$ cat config.mk
export PLATFORM = sky130hd
export DESIGN_NAME = usb_tx_crc16_append
export DESIGN_NICKNAME = d
export VERILOG_FILES = /design/src/rtl/usb_tx_crc16_append.sv
export SDC_FILE = /design/constraint.sdc
export NUM_CORES = 1
export LEC_CHECK = 0
export ABC_AREA = 1
export BUFFER_PORTS_ARGS = -buffer_cell sky130_fd_sc_hd__buf_4
export CORE_MARGIN = 8
export CORE_UTILIZATION = 58
export DETAILED_ROUTE_END_ITERATION = 7
export PLACE_DENSITY = 0.78
export SKIP_CTS_REPAIR_TIMING = 1
export SYNTH_ARGS = -nofsm -noshare
export SYNTH_HDL_FRONTEND = slang
export SYNTH_SLANG_ARGS = --single-unit
$ cat constraint.sdc
create_clock -name clk -period 2.18 [get_ports clk]
set_clock_uncertainty 0.1 [all_clocks]
set_input_delay 0 -clock clk [delete_from_list [all_inputs] [get_ports clk]]
set_output_delay 0 -clock clk [all_outputs]
set_load 0.02 [all_outputs]
$ cat src/rtl/usb_tx_crc16_append.sv
`default_nettype none
// +----------------------------------------------------------------------------+
// | usb_tx_crc16_append: payload stream to TX byte stage with USB CRC16 tail.   |
// | Optional PID prefix byte when USB_TX_PID_EN is defined.                     |
// | Revision: 1.0                                                               |
// +----------------------------------------------------------------------------+
module usb_tx_crc16_append #(
  parameter logic [15:0] CRC_INIT = 16'hFFFF,
  parameter int          MAX_LEN  = 1024
) (
  input  logic       clk,
  input  logic       reset,
  input  logic       send_data,
  input  logic       zlp,
`ifdef USB_TX_PID_EN
  input  logic [3:0] pid,
`endif
  input  logic [7:0] in_data,
  input  logic       in_valid,
  input  logic       in_last,
  output logic       in_ready,
  output logic [7:0] tx_data,
  output logic       tx_valid,
  input  logic       tx_ready,
  output logic       busy,
  output logic       trunc_err
);

  localparam int                 c_cnt_w = $clog2(MAX_LEN + 1);
  localparam logic [c_cnt_w-1:0] c_max   = c_cnt_w'(MAX_LEN);

`ifdef USB_TX_PID_EN
  typedef enum logic [2:0] {S_IDLE, S_PID, S_DATA, S_CRC_LO, S_CRC_HI} state_t;
`else
  typedef enum logic [2:0] {S_IDLE, S_DATA, S_CRC_LO, S_CRC_HI} state_t;
`endif

  state_t             r_state, w_state_nxt;
  logic [15:0]        r_crc, w_crc_nxt;
  logic [c_cnt_w-1:0] r_count, w_count_nxt, w_count_inc;
  logic [7:0]         r_tx_data, w_tx_data_nxt;
  logic               r_tx_valid, w_tx_valid_nxt;
  logic               r_trunc_err, w_trunc_nxt;
  logic               w_free, w_in_ready;

  // Reflected (LSB-first) form of polynomial 0x8005, one byte per call.
  function automatic logic [15:0] crc16_byte(input logic [15:0] crc, input logic [7:0] d);
    logic [15:0] c;
    c = crc ^ {8'h00, d};
    for (int i = 0; i < 8; i++) begin
      c = c[0] ? ((c >> 1) ^ 16'hA001) : (c >> 1);
    end
    return c;
  endfunction

  assign w_free      = !r_tx_valid || tx_ready;
  assign w_in_ready  = (r_state == S_DATA) && w_free;
  assign w_count_inc = r_count + c_cnt_w'(1);

`ifdef USB_TX_PID_EN
  logic [3:0] r_pid;
  logic       r_zlp;

  always_ff @(posedge clk or negedge reset) begin
    if (!reset) begin
      r_pid <= 4'h0;
      r_zlp <= 1'b0;
    end else if (r_state == S_IDLE && send_data) begin
      r_pid <= pid;
      r_zlp <= zlp;
    end
  end
`endif

  always_comb begin
    w_state_nxt    = r_state;
    w_crc_nxt      = r_crc;
    w_count_nxt    = r_count;
    w_tx_data_nxt  = r_tx_data;
    w_tx_valid_nxt = r_tx_valid && !tx_ready;
    w_trunc_nxt    = 1'b0;
    case (r_state)
      S_IDLE: begin
        if (send_data) begin
          w_crc_nxt   = CRC_INIT;
          w_count_nxt = '0;
`ifdef USB_TX_PID_EN
          w_state_nxt = S_PID;
`else
          w_state_nxt = zlp ? S_CRC_LO : S_DATA;
`endif
        end
      end
`ifdef USB_TX_PID_EN
      S_PID: begin
        if (w_free) begin
          w_tx_data_nxt  = {~r_pid, r_pid};
          w_tx_valid_nxt = 1'b1;
          w_state_nxt    = r_zlp ? S_CRC_LO : S_DATA;
        end
      end
`endif
      S_DATA: begin
        if (in_valid && w_in_ready) begin
          w_tx_data_nxt  = in_data;
          w_tx_valid_nxt = 1'b1;
          w_crc_nxt      = crc16_byte(r_crc, in_data);
          w_count_nxt    = w_count_inc;
          if (in_last) begin
            w_state_nxt = S_CRC_LO;
          end else if (w_count_inc == c_max) begin
            // Over-long packet: close it here as if this byte were the last.
            w_trunc_nxt = 1'b1;
            w_state_nxt = S_CRC_LO;
          end
        end
      end
      S_CRC_LO: begin
        if (w_free) begin
          w_tx_data_nxt  = ~r_crc[7:0];
          w_tx_valid_nxt = 1'b1;
          w_state_nxt    = S_CRC_HI;
        end
      end
      S_CRC_HI: begin
        if (w_free) begin
          w_tx_data_nxt  = ~r_crc[15:8];
          w_tx_valid_nxt = 1'b1;
          w_state_nxt    = S_IDLE;
        end
      end
      default: w_state_nxt = S_IDLE;
    endcase
  end

  always_ff @(posedge clk or negedge reset) begin
    if (!reset) begin
      r_state     <= S_IDLE;
      r_crc       <= CRC_INIT;
      r_count     <= '0;
      r_tx_data   <= 8'h00;
      r_tx_valid  <= 1'b0;
      r_trunc_err <= 1'b0;
    end else begin
      r_state     <= w_state_nxt;
      r_crc       <= w_crc_nxt;
      r_count     <= w_count_nxt;
      r_tx_data   <= w_tx_data_nxt;
      r_tx_valid  <= w_tx_valid_nxt;
      r_trunc_err <= w_trunc_nxt;
    end
  end

  assign in_ready  = w_in_ready;
  assign tx_data   = r_tx_data;
  assign tx_valid  = r_tx_valid;
  assign busy      = (r_state != S_IDLE);
  assign trunc_err = r_trunc_err;

endmodule
`default_nettype wire

==> flow_metrics.tcl, run 1 <==
set metrics [dict create \
    nNetsFinal 353 \
    die_area_um2 6410 \
    arrival_ns 2.16 \
    vias_per_cell 5.37 \
    synth_nets 315 \
    hp-class "in -> reg" \
    crit_type "reg -> reg" \
    insertion_delay_ns 0.29 \
    r2r-end "r_count[1]" \
    ys_ff_latch 39 \
    grt_first_pass_wirelength_um 8820 \
    critPathLaunchType "flop" \
    endpoint "r_count[1]" \
    htree_levels 2 \
    dp_hpwl_um 3850 \
    num_vias 2051 \
    grt_overflow 0 \
    violations "hold timing" \
    diodes 0 \
    p_per_area_nw_per_um2 1170 \
    required_ns 2.26 \
    die_h_um 80.1 \
    cts_inserted_buffers 5 \
    fillers 336 \
    start_util 0.600 \
    yosysWarnings 0 \
    drt_iter0_markers 126 \
    io_pins 27 \
    drive_gt1_frac 0.235 \
    fin_tns_setup_ns 0 \
    die_x_um 80.1 \
    grt_antenna_before_repair 0 \
    avgSynthCellArea_um2 8.10 \
    setup_viol 0 \
    synth_cell_type_count 37 \
    area_growth_pct 16.5 \
    maxCapViolCount 0 \
    r2r_slack_ns 0.1 \
    firstDrtPassIters 4 \
    p_leak_nw 1.41 \
    relSlewSlack 0.683 \
    setup_slack_ns 0.0990 \
    status "finished with violations" \
    grtUsageTotal 0.173 \
    synth-seq-area-share 0.418 \
    holdWs_ns -0.0106 \
    cts_root_buf "clkbuf_8" \
    route.detailed.wl_per_inst_um 13.8 \
    max_freq_mhz 481 \
    wl_um 5260 \
    final-max-slew-violation-count 0 \
    syn_area_um2 2380 \
    clockBufferDepth 2 \
    peakVddDrop_uv 749 \
    gp_congestion 0.809 \
    min_delay_path_depth 4 \
    startpoint "r_state[0]" \
    fin_crit_sh 0.955 \
    reg2reg_from "r_state[0]" \
    cts_tree "done" \
    reg2reg_depth 8 \
    drtAntennaViolNets 0 \
    place_ws_ns 0.0534 \
    hold_viol_final 2 \
    period_needed_ns 2.08 \
    worstMarginPinSlew_ns 0.476 \
    core_um2 3970 \
    crit_fanout 16 \
    clk_pin_slew_ns 0.07 \
    synthesis.instances 294 \
    end_kind "flop" \
    numPortBuffers 26 \
    grt_max_degree 40 \
    grt_setup_unrepaired "no" \
    grt_pass1_vias 1950 \
    drc 0 \
    row_count 23 \
    numClockSinks 39 \
]
[cells in the final DEF (no fill, tap or decap), types with 3 or more instances in the layout]
cell,count
nand3_1,14
ha_1,6
xor2_1,8
o221ai_1,8
nor2_1,11
nor3_1,3
mux2_2,8
o21ai_0,6
nand2_1,98
clkbuf_8,5
nand2_2,3
dfstp_2,16
a32oi_1,4
buf_4,29
a22oi_1,8
o22ai_1,5
inv_2,3
dlygate4sd3_1,6
dfrtp_1,22
inv_1,42
[sequential cells by signal, summed over array words and instances (netlist names)]
name and count:
r_crc 16, r_count 11, tx_data 8, r_state 2, trunc_err 1, tx_valid 1
[worst min-delay path by stage]
stage / startpoint / endpoint / slack [ns]
floorplan: reset / r_count[0] / -0.40
global placement: reset / trunc_err / -0.10
detailed placement: reset / trunc_err / -0.10
CTS: reset / trunc_err / -0.42
global route: in_data[3] / r_crc[10] / 0.008
finish: in_data[3] / r_crc[10] / -0.01
[stage by stage]
stage	cells	area, um2	hold WS, ns	power [mW]	util
3_5_place_dp	369	2640	-0.101	2.79	0.664
2_1_floorplan	294	2380	-0.396	2.27	-
4_1_cts	376	2710	-0.415	3.24	0.683
5_1_grt	382	2780	0.00759	3.46	0.699
6_report	382	2780	-0.0106	3.24	0.699
3_3_place_gp	369	2640	-0.103	2.75	0.664
[where the power goes]
| group | total (mW) | internal, mW | switching [mW] |
|---|---|---|---|
| Clock | 0.445 | 0.220 | 0.225 |
| Combinational | 1.70 | 0.668 | 1.03 |
| Sequential | 1.09 | 0.964 | 0.126 |
| Total | 3.24 | 1.85 | 1.38 |
[logic make-up after synthesis]
logic type	after synthesis	share of synthesized area
xor+xnor	11	0.0436
buf+inv	50	0.0835
fa+ha+maj	6	0.0315
flops	39	0.418
compound gates	41	0.128
simple gates	139	0.258
mux	8	0.0378
[routing by layer]
metal  vias up  part of all wire  GRT usage
li1       1033                 -          -
met1       960              0.47      0.238
met2        52              0.45      0.256
met3         6             0.061     0.0424
met4         0             0.014     0.0636
met5         -                 0          0
[synthesized netlist by cell type]
library cell  number  area share
a21boi_0           1      0.0032
a21oi_1            1      0.0021
a21oi_4            1      0.0068
a22o_1             1      0.0037
a22oi_1            8       0.025
a31oi_1            1      0.0026
a32oi_1            4       0.015
buf_2              3      0.0063
buf_6              1      0.0047
dfrtp_1           23        0.24
dfstp_2           16        0.18
ha_1               6       0.032
inv_1             42       0.066
inv_2              4      0.0063
mux2_2             8       0.038
nand2_1           98        0.15
nand2_2            3      0.0079
nand2_4            1      0.0047
nand3_1           14       0.029
nand3_2            1      0.0042
nor2_1            11       0.017
nor2_2             2      0.0053
nor2_4             2      0.0095
nor3_1             3      0.0063
nor3_2             2      0.0084
nor3_4             1      0.0068
o21ai_0            6       0.013
o21ai_1            2      0.0042
o21bai_1           1      0.0032
o221ai_1           8       0.029
o22ai_1            5       0.013
o31ai_1            1      0.0032
o32ai_1            1      0.0037
or2_4              1      0.0037
xnor2_1            2      0.0074
xor2_1             8       0.029
xor2_2             1      0.0068
[worst max-delay path: stages (launching register included)]
cell and delay [ns]:
dfrtp_1 0.40, inv_1 0.11, ha_1 0.24, inv_1 0.11
nor2_1 0.06, o21bai_1 0.18, nor2_4 0.20, inv_1 0.26
a22o_1 0.31
[cell type report]
cell class,instances,area (um2),share of cell area
Clock buffer,7,76.3,0.0275
Tap cell,50,62.6,0.0225
Sequential cell,39,997,0.359
Timing Repair Buffer,35,278,0.100
Multi-Input combinational cell,205,1190,0.428
Inverter,46,175,0.0631
(Power assumes the default switching activity.)
==> inputs of run 2 (changes only) <==
--- a/config.mk
+++ b/config.mk
@@ -9,6 +9,7 @@
 export BUFFER_PORTS_ARGS = -buffer_cell sky130_fd_sc_hd__buf_4
 export CORE_MARGIN = 8
 export CORE_UTILIZATION = 58
+export CTS_CLUSTER_SIZE = 24
 export DETAILED_ROUTE_END_ITERATION = 7
 export PLACE_DENSITY = 0.78
 export SKIP_CTS_REPAIR_TIMING = 1
==> constraint.sdc (replaced) <==
create_clock -name clk -period 2.06 [get_ports clk]
set_clock_uncertainty 0.1 [all_clocks]
set_input_delay 0 -clock clk [delete_from_list [all_inputs] [get_ports clk]]
set_output_delay 0 -clock clk [all_outputs]
set_load 0.02 [all_outputs]
==> flow_metrics.tcl, run 2 (synthesized netlist as in run 1, its figures left out) <==
set metrics [dict create \
    reg2reg_from "r_state[0]" \
    place_ws_ns 0.0288 \
    final_common_cell "nand2_1" \
    die_x_um 80.1 \
    core_um2 3970 \
    path_cells "buf_4 > ha_1 > nor2_4 > nor2_1 > nor3_4 > buf_4 > mux2_2" \
    htree_levels 2 \
    worstMarginPinSlew_ns 0.493 \
    die_h_um 80.1 \
    clockBufferDepth 2 \
    fin_crit_sh 0.936 \
    dp_hpwl_um 4060 \
    die_area_um2 6410 \
    crit_family "flip-flops" \
    required_ns 2.14 \
    setup_viol 0 \
    dp_cells 374 \
    grt_antenna_before_repair 0 \
    peakVddDrop_uv 987 \
    num_vias 2119 \
    startpoint "r_state[0]" \
    fillers 318 \
    start_util 0.600 \
    fin_tns_setup_ns 0 \
    reg2reg_depth 7 \
    drt_iter0_markers 143 \
    cts_inserted_buffers 5 \
    area_growth_pct 20.5 \
    insertion_delay_ns 0.30 \
    max_freq_mhz 519 \
    largest_reg_flops 16 \
    maxCapViolCount 0 \
    grt_first_pass_wirelength_um 9140 \
    cpMostUsedCell "buf_4" \
    stdcell_count 393 \
    arrival_ns 2.01 \
    numPortBuffers 26 \
    violations "hold timing" \
    grtUsageTotal 0.182 \
    grt_max_degree 40 \
    holdCritStartpoint "in_data[5]" \
    clk_pin_slew_ns 0.07 \
    final_util 0.723 \
    grtUsageMet3 0.0458 \
    busiest_layer "met2" \
    holdWs_ns -0.0101 \
    diodes 0 \
    final_cell_mix "nand2_1, inv_1, buf_4, dfrtp_1, dfstp_2" \
    globalRouteMet1Util 0.233 \
    min_delay_path_depth 4 \
    drtAntennaViolNets 0 \
    r2r-end "tx_data[6]" \
    row_count 23 \
    use_met2 0.282 \
    p_leak_nw 1.46 \
    wl_um 5610 \
    nNetsFinal 363 \
    grt_overflow 0 \
    status "finished with violations" \
    critPathLaunchType "flop" \
    end_kind "flop" \
    crit_buf_inv 2 \
    p_per_area_nw_per_um2 1260 \
    crit_fanout 8 \
    crit_type "reg -> reg" \
    gp_congestion 0.874 \
    period_needed_ns 1.93 \
    drc 0 \
    drive_gt1_frac 0.254 \
    setup_slack_ns 0.133 \
    route.detailed.wl_per_inst_um 14.3 \
    numClockSinks 39 \
    cts_root_buf "clkbuf_8" \
    hp-class "in -> reg" \
    cts_tree "done" \
    cpPeakStageDelay_ns 0.40 \
    largest-register "r_crc" \
    r2r_slack_ns 0.13 \
    whs_endpoint "tx_data[5]" \
    hold_viol_final 2 \
    vias_per_cell 5.39 \
    grt_pass1_vias 2040 \
    firstDrtPassIters 4 \
    relSlewSlack 0.671 \
    io_pins 27 \
    final-max-slew-violation-count 0 \
    crit_slowest_cell "dfrtp_1" \
]
-- run 2: per-layer routing --
metal | vias to the layer above | wire length, um
li1 | 1053 | -
met1 | 1000 | 2520
met2 | 59 | 2660
met3 | 7 | 346
met4 | 0 | 83
met5 | - | 0
-- run 2: final cells by class --
type / instances / area (um2) / share of cell area
Sequential cell: 39 / 996 / 0.347
Clock inverter: 1 / 5.00 / 0.00174
Clock buffer: 7 / 76.3 / 0.0266
Tap cell: 50 / 62.6 / 0.0218
Inverter: 46 / 178 / 0.0619
Multi-Input combinational cell: 205 / 1190 / 0.415
Timing Repair Buffer: 45 / 360 / 0.126
-- run 2: how the worst max path moves through the flow --
stage	to	slack, ns	cells after the start
floorplan	r_crc[7]	0.16	12
global placement	r_crc[8]	0.11	10
detailed placement	r_crc[7]	0.03	11
CTS	r_crc[7]	0.02	11
global route	r_state[1]	-0.01	11
finish	tx_data[6]	0.13	7
-- run 2: where the power goes --
part	switching (mW)	internal [mW]	total (mW)
clock	0.265	0.238	0.502
sequential	0.124	1.02	1.14
combinational	1.15	0.811	1.96
-- run 2: stage by stage --
step	hold slack, ns	power [mW]	instance area, um2
6_report	-0.0101	3.60	2870
5_1_grt	0.000926	3.86	2870
4_1_cts	-0.425	3.57	2760
3_5_place_dp	-0.100	3.06	2670
3_3_place_gp	-0.102	3.00	2670
2_1_floorplan	-0.396	2.40	2380
-- run 2: worst reg2reg max path, stage by stage, from the launching register on --
cell	delay (ns)
dfrtp_1	0.40
buf_4	0.14
ha_1	0.24
nor2_4	0.12
nor2_1	0.08
nor3_4	0.15
buf_4	0.22
mux2_2	0.36
==> inputs of run 3 (changes only) <==
--- a/config.mk
+++ b/config.mk
@@ -11,6 +11,7 @@
 export CORE_UTILIZATION = 58
 export CTS_CLUSTER_SIZE = 24
 export DETAILED_ROUTE_END_ITERATION = 7
+export HOLD_SLACK_MARGIN = 0.15
 export PLACE_DENSITY = 0.78
 export SKIP_CTS_REPAIR_TIMING = 1
 export SYNTH_ARGS = -nofsm -noshare
==> flow_metrics.tcl, run 3 (synthesized netlist as in run 1, its figures left out) <==
set metrics [dict create \
    fin_crit_sh 0.936 \
    cts_root_buf "clkbuf_8" \
    final_cell_mix "nand2_1, inv_1, buf_4, dfrtp_1, dfstp_2" \
    insertion_delay_ns 0.30 \
    maxCapViolCount 0 \
    clk_pin_slew_ns 0.07 \
    worstMarginPinSlew_ns 0.496 \
    crit_type "reg -> reg" \
    period_needed_ns 1.93 \
    nNetsFinal 369 \
    final-max-slew-violation-count 0 \
    gp_congestion 0.874 \
    diodes 0 \
    start_util 0.600 \
    drt_iter0_markers 111 \
    hp-class "in -> async" \
    p_per_area_nw_per_um2 1240 \
    io_pins 27 \
    grtUsageTotal 0.182 \
    holdWs_ns 0.113 \
    peakVddDrop_uv 977 \
    dp_hpwl_um 4060 \
    die_x_um 80.1 \
    grt_overflow 0 \
    route.detailed.wl_per_inst_um 14.2 \
    place_ws_ns 0.0288 \
    numClockSinks 39 \
    p_leak_nw 1.49 \
    critPathLaunchType "flop" \
    wl_um 5680 \
    cts_tree "done" \
    relSlewSlack 0.669 \
    grt_pass1_vias 2040 \
    max_freq_mhz 519 \
    arrival_ns 2.01 \
    cts_inserted_buffers 5 \
    hold_viol_final 0 \
    final_util 0.738 \
    grt_first_pass_wirelength_um 9140 \
    row_count 23 \
    largest_reg_flops 16 \
    stdcell_count 399 \
    area_growth_pct 23.0 \
    required_ns 2.14 \
    grt_antenna_before_repair 0 \
    core_um2 3970 \
    crit_fanout 8 \
    num_vias 2152 \
    clockBufferDepth 2 \
    numPortBuffers 26 \
    finalPower_mw 3.62 \
    die_area_um2 6410 \
    grt_max_degree 40 \
    die_h_um 80.1 \
    dp_cells 374 \
    setup_viol 0 \
    status "completed" \
    vias_per_cell 5.39 \
    largest-register "r_crc" \
    htree_levels 2 \
    final_common_cell "nand2_1" \
    firstDrtPassIters 4 \
    end_kind "flop" \
    drive_gt1_frac 0.249 \
    drc 0 \
    setup_slack_ns 0.132 \
    drtAntennaViolNets 0 \
]
[run 3: critical path: stages, from the launching register on]
cell     delay, ns
dfrtp_1       0.40
buf_4         0.14
ha_1          0.24
nor2_4        0.12
nor2_1        0.08
nor3_4        0.15
buf_4         0.22
mux2_2        0.35
[run 3: final timing paths]
kind                             from    endpoint  slack [ns]  cells past startpoint
setup / recovery           r_state[0]  tx_data[6]        0.13                      7
hold / removal                  reset   trunc_err        0.11                      2
setup reg to reg           r_state[0]  tx_data[6]        0.13                      7
hold reg to reg             r_crc[12]   r_crc[12]        0.40                      2
max in group asynchronous       reset   r_crc[11]        1.38                      2
min in group clk              in_last   trunc_err        0.32                      3
[run 3: report_power, final]
part           leakage [nW]  internal [mW]  total [mW]  switching, mW
Sequential            0.472           1.02        1.14          0.126
Combinational         0.972          0.822        1.98           1.15
Clock                0.0422          0.238       0.503          0.265
[run 3: layer usage]
metal  up-vias  GRT usage  wire, um
met5         -          0         0
met4         0     0.0800        84
met3         7     0.0458       306
met2        56      0.282      2700
met1      1022      0.233      2590
li1       1067          -         -
[run 3: layout make-up]
class / count / area [um2]
repair buffers: 51 / 420
well taps: 50 / 62.6
fillers: 306 / 1040
inverters: 46 / 178
multi-input cells: 205 / 1190
flip-flops and latches: 39 / 996
clock buffers: 7 / 76.3
clock inverters: 1 / 5.00
[run 3: through the flow]
| step | area [um2] | TNS, ns |
|---|---|---|
| after floorplan | 2380 | 0 |
| after global placement | 2670 | 0 |
| after detailed placement | 2670 | 0 |
| after CTS | 2760 | 0 |
| after global routing | 2930 | -0.0114 |
| final | 2930 | 0 |
